**src/rtl/imm_gen_pkg.sv**
```systemverilog
// Shared encodings and limits for the pipelined immediate generator.
// imm_src selects the instruction format the immediate is decoded from.
package imm_gen_pkg;

  localparam logic [2:0] IMM_I     = 3'b000;
  localparam logic [2:0] IMM_S     = 3'b001;
  localparam logic [2:0] IMM_B     = 3'b010;
  localparam logic [2:0] IMM_U     = 3'b011;
  localparam logic [2:0] IMM_J     = 3'b100;
  localparam logic [2:0] IMM_SHAMT = 3'b101;
  localparam logic [2:0] IMM_ZIMM  = 3'b110;
  localparam logic [2:0] IMM_RSVD  = 3'b111;

  // Legal STAGES range is 1..MAX_STAGES.
  localparam int unsigned MAX_STAGES = 4;

endpackage

```
**src/rtl/imm_pipe_slice.sv**
```systemverilog
// One elastic register slice: holds a valid bit plus a data word, and accepts
// new data whenever it is empty or being drained in the same cycle.
module imm_pipe_slice
  import imm_gen_pkg::*;
#(
  parameter int unsigned WIDTH = 33
) (
  input  logic             clk,
  input  logic             rst,
  input  logic             flush,
  input  logic             up_valid,
  output logic             up_ready,
  input  logic [WIDTH-1:0] up_data,
  output logic             dn_valid,
  input  logic             dn_ready,
  output logic [WIDTH-1:0] dn_data
);

  logic             valid_d, valid_q;
  logic [WIDTH-1:0] data_d, data_q;

  assign up_ready = ~valid_q | dn_ready;
  assign dn_valid = valid_q;
  assign dn_data  = data_q;

  always_comb begin
    valid_d = valid_q;
    data_d  = data_q;
    if (flush) begin
      valid_d = 1'b0;
    end else if (up_ready) begin
      valid_d = up_valid;
      // Data only moves on a real handshake; valid alone qualifies the output.
      if (up_valid) begin
        data_d = up_data;
      end
    end
  end

  always_ff @(posedge clk) begin
    if (rst) begin
      valid_q <= 1'b0;
      data_q  <= '0;
    end else begin
      valid_q <= valid_d;
      data_q  <= data_d;
    end
  end

endmodule

```
**src/rtl/imm_gen_pipe.sv**
```systemverilog
// Pipelined RV32I immediate generator: combinational decode at the input,
// then STAGES elastic slices carrying {imm_err, imm} to the execute stage.
module imm_gen_pipe
  import imm_gen_pkg::*;
#(
  parameter int unsigned XLEN   = 32,
  parameter int unsigned STAGES = 2
) (
  input  logic            clk,
  input  logic            rst,
  input  logic            flush,
  input  logic            in_valid,
  output logic            in_ready,
  input  logic [31:0]     instr,
  input  logic [2:0]      imm_src,
  output logic            out_valid,
  input  logic            out_ready,
  output logic [XLEN-1:0] imm,
  output logic            imm_err
);

  function automatic logic [XLEN:0] decode(input logic [31:0] ins, input logic [2:0] src);
    logic [31:0] v;
    logic        sext;
    logic        err;
    v    = '0;
    sext = 1'b1;
    err  = 1'b0;
    unique case (src)
      IMM_I: v = {{20{ins[31]}}, ins[31:20]};
      IMM_S: v = {{20{ins[31]}}, ins[31:25], ins[11:7]};
      IMM_B: v = {{19{ins[31]}}, ins[31], ins[7], ins[30:25], ins[11:8], 1'b0};
      IMM_U: v = {ins[31:12], 12'b0};
      IMM_J: v = {{11{ins[31]}}, ins[31], ins[19:12], ins[20], ins[30:21], 1'b0};
      IMM_SHAMT: begin
        sext = 1'b0;
        v    = (XLEN == 64) ? {26'b0, ins[25:20]} : {27'b0, ins[24:20]};
      end
      IMM_ZIMM: begin
        sext = 1'b0;
        v    = {27'b0, ins[19:15]};
      end
      IMM_RSVD: err = 1'b1;
    endcase
    return {err, XLEN'({{32{sext & v[31]}}, v})};
  endfunction

  // The opcode field never contributes to an immediate.
  logic unused_opcode;
  assign unused_opcode = ^instr[6:0];

  logic [STAGES:0] vld;
  logic [XLEN:0]   dat [STAGES+1];

  assign vld[0] = in_valid;
  assign dat[0] = decode(instr, imm_src);

  // Ready is kept as one net per slice so the backward chain stays acyclic per signal.
  for (genvar i = 0; i < STAGES; i++) begin : g_slice
    logic up_rdy;
    logic dn_rdy;

    if (i == STAGES - 1) begin : g_tail
      assign dn_rdy = out_ready;
    end else begin : g_link
      assign dn_rdy = g_slice[i+1].up_rdy;
    end

    imm_pipe_slice #(
      .WIDTH(XLEN + 1)
    ) u_slice (
      .clk     (clk),
      .rst     (rst),
      .flush   (flush),
      .up_valid(vld[i]),
      .up_ready(up_rdy),
      .up_data (dat[i]),
      .dn_valid(vld[i+1]),
      .dn_ready(dn_rdy),
      .dn_data (dat[i+1])
    );
  end

  assign in_ready           = g_slice[0].up_rdy;
  assign out_valid          = vld[STAGES];
  assign {imm_err, imm}     = dat[STAGES];

endmodule

```
**config.mk**
```make
export PLATFORM = sky130hd
export DESIGN_NAME = imm_gen_pipe
export DESIGN_NICKNAME = d
export VERILOG_FILES = /design/src/rtl/imm_gen_pkg.sv /design/src/rtl/imm_pipe_slice.sv /design/src/rtl/imm_gen_pipe.sv
export SDC_FILE = /design/constraint.sdc
export NUM_CORES = 1
export LEC_CHECK = 0
export ABC_CLOCK_PERIOD_IN_PS = 4700
export BUFFER_PORTS_ARGS = -buffer_cell sky130_fd_sc_hd__buf_4
export CAP_MARGIN = 40
export CORE_ASPECT_RATIO = 1.1
export CORE_MARGIN = 5
export CORE_UTILIZATION = 53
export DETAILED_ROUTE_END_ITERATION = 8
export PLACE_DENSITY = 0.76
export REMOVE_ABC_BUFFERS = 1
export SLEW_MARGIN = 30
export SYNTH_ARGS = -nofsm -noshare
export SYNTH_HDL_FRONTEND = slang
export SYNTH_SLANG_ARGS = --single-unit
```
**constraint.sdc**
```tcl
create_clock -name clk -period 4.7 [get_ports clk]
set_clock_uncertainty 0.1 [all_clocks]
set_input_delay 0.47 -clock clk [delete_from_list [all_inputs] [get_ports clk]]
set_output_delay 0.47 -clock clk [all_outputs]
set_load 0.005 [all_outputs]
```
==> results.json <==
{
  "finalSetupTns_ns": 0,
  "grt_max_degree": 69,
  "crit_chain": "and3b_1 -> clkinv_1 -> buf_4",
  "syn_avg_cell_area_um2": 8.40,
  "core-area_um2": 5810,
  "clk_latency_ns": 0.35,
  "cts_max_path_buffers": 2,
  "clk_pin_slew_ns": 0.07,
  "drtIter0Drc": 232,
  "num_vias": 2856,
  "intPower_uw": 862,
  "synth_cell_types": 34,
  "dp_slack_ns": 1.75,
  "fmaxAchievable_mhz": 363,
  "cts.htree.levels": 3,
  "cp_max_fo": 19,
  "syn_inst": 380,
  "vdd_ir_drop_max_v": 0.000214,
  "power_frac_seq_pct": 52.8,
  "tritoncts": "done",
  "cp.arrival_ns": 2.19,
  "ys_seq_elements": 68,
  "ioPinCount": 75,
  "initial_core_util_pct": 55.0,
  "synth_edf_count": 0,
  "postCtsSetupRepairBufs": 0,
  "fin_crit_ns": 2.76,
  "synth_area_um2": 3190,
  "p_sw_uw": 283,
  "hpwl_um": 4850,
  "status": "complete, no violations",
  "fin_ws_ns": 1.94,
  "tightestPinTransition_ns": 0.759,
  "rsz0062_at_grt": "no",
  "swShare_pct": 24.7,
  "ys_async_sr_fraction_pct": 0,
  "powerDensity_nw_per_um2": 318,
  "cpMaxStageDelayCell": "and3b_1",
  "grt_pass1_wl_um": 13000,
  "ant_nets": 0,
  "timing.final.crit_share_pct": 58.7,
  "cts_hold_buffers": 0,
  "grt_pass1_vias": 2744,
  "cp-start-kind": "flop",
  "antenna_found_initial": 0,
  "crit_type": "reg -> out",
  "gp_congestion": 0.792,
  "die_y_um": 91.4,
  "worst_setup_path_end_kind": "primary output",
  "post-route-drc-count": 0,
  "leakagePower_nw": 1.30,
  "nets": 432,
  "drt-wirelength-per-cell_um": 16.7,
  "grtUsageTotal_pct": 20.7,
  "syn_to_final_growth_pct": 12.7,
  "total_power_mw": 1.14,
  "synth_warnings": 0,
  "cts-resized-gates": 0,
  "die-area_um2": 7680,
  "max_slew_margin_pct": 49.4,
  "cp.required_ns": 4.13,
  "max_stage_delay_ns": 0.58,
  "die_x_um": 84.0,
  "hold_class": "in -> reg",
  "grt_overflow_total": 0,
  "report.final.slew_viol_count": 0,
  "num_rows": 29,
  "power.share.clock_pct": 36.9,
  "io_buffers": 67,
  "clockRootBuffer": "clkbuf_8",
  "yosysSeqAreaShare_pct": 42.6,
  "drive_gt1_share_pct": 23.5,
  "wirelength_um": 7880,
  "cap_viol_max_count": 0,
  "finish.utilization_pct": 61.9,
  "setup_viol": 0,
  "numClockSinks": 68,
  "numCtsBuffers": 9,
  "diodes": 0,
  "viasPerCell": 6.04,
  "combPwrFrac_pct": 10.2,
  "drt_first_pass_iters": 4,
  "hold_violations": 0,
  "synthFlopType": "dfxtp_1"
}
-- worst paths after layout --
| kind | from | end | slack [ns] | cells past startpoint |
|---|---|---|---|---|
| setup reg to reg | g_slice[0].u_slice.dn_valid | g_slice[0].u_slice.dn_data[30] | 2.34 | 5 |
| hold / removal | flush | g_slice[1].u_slice.dn_valid | 0.24 | 2 |
| hold reg to reg | g_slice[0].u_slice.dn_data[21] | g_slice[1].u_slice.dn_data[21] | 0.37 | 2 |
| setup / recovery | g_slice[0].u_slice.dn_valid | in_ready | 1.94 | 3 |
-- metrics by stage --
stage                     area, um^2  instances  hold WS, ns
final                           3600        473        0.241
after global routing            3600        473        0.239
after CTS                       3580        472        0.223
after detailed placement        3420        457        0.357
after global placement          3410        457        0.353
after floorplan                 2770        309        0.334
-- Yosys cell counts (2+ instances only) --
| library cell | number | area, um^2 |
|---|---|---|
| a32oi_1 | 4 | 35.0 |
| nor2_1 | 7 | 26.3 |
| nand2b_1 | 3 | 18.8 |
| or4b_1 | 6 | 60.1 |
| nand2_1 | 13 | 48.8 |
| buf_1 | 2 | 7.51 |
| buf_4 | 35 | 263 |
| nand3b_1 | 2 | 15.0 |
| a311oi_1 | 16 | 140 |
| a211oi_1 | 10 | 75.1 |
| a211o_1 | 4 | 35.0 |
| o21ai_0 | 51 | 255 |
| nor2b_1 | 5 | 31.3 |
| dfxtp_1 | 68 | 1360 |
| clkbuf_1 | 23 | 86.3 |
| and3b_1 | 2 | 17.5 |
| nor3_1 | 2 | 10.0 |
| nand3_1 | 33 | 165 |
| buf_2 | 10 | 50.1 |
| mux2i_1 | 4 | 40.0 |
| a21oi_1 | 67 | 335 |
-- per-layer routing --
metal,vias to the layer above,global-route usage [%],routed length [um]
met5,-,0,0
met4,0,11.1,121
met3,16,4.16,476
met2,103,33.4,3980
met1,1349,25.8,3310
li1,1388,-,-
-- worst max-delay path, delay by kind of cell, from the launching register on --
family        cells  cell delay (ns)
buf+inv           2             0.87
flops             1             0.38
simple gates      1             0.58
-- power groups by stage --
stage	clock network, mW	logic [mW]	registers (mW)
global route	0.455	0.128	0.607
finish	0.423	0.117	0.605
CTS	0.432	0.116	0.605
detailed placement	0	0.115	0.617
floorplan	0	0.0545	0.616
global placement	0	0.112	0.617
-- sequential cells by signal, indices dropped and copies added (netlist names) --
| register | count |
|---|---|
| g_slice.u_slice.dn_data | 66 |
| g_slice.u_slice.dn_valid | 2 |
-- cell families (layout without fill, tap and decap cells) --
| logic type | Yosys count | count (layout) | synth area share, % |
|---|---|---|---|
| AO/OA/AOI/OAI | 154 | 154 | 28.1 |
| AND/OR/NAND/NOR | 79 | 79 | 13.9 |
| buffers and inverters | 73 | 89 | 13.3 |
| flip-flops | 68 | 68 | 42.7 |
| multiplexers | 5 | 5 | 1.61 |
| adder cells (fa/ha/maj) | 1 | 1 | 0.353 |
-- layout by cell type, fill, tap and decap left out, types with 4 or more instances in the layout --
cell / count
a21oi_1: 67
a32oi_1: 4
a211oi_1: 10
or4b_1: 6
dfxtp_1: 68
nand3_1: 33
nand2_1: 13
a311oi_1: 16
mux2i_1: 4
nor2_1: 7
a211o_1: 4
buf_4: 71
clkbuf_8: 11
o21ai_0: 51
-- layout make-up --
class                      count  area, um^2
fill                         543        2210
multi-input combinational    239        1420
sequential                    68        1360
timing repair buffer          72         544
clock buffer                  13         159
tap                           77        96.3
clock inverter                 2        10.0
inverter                       2        7.51
Note: power is estimated with default switching activity, not from simulation.
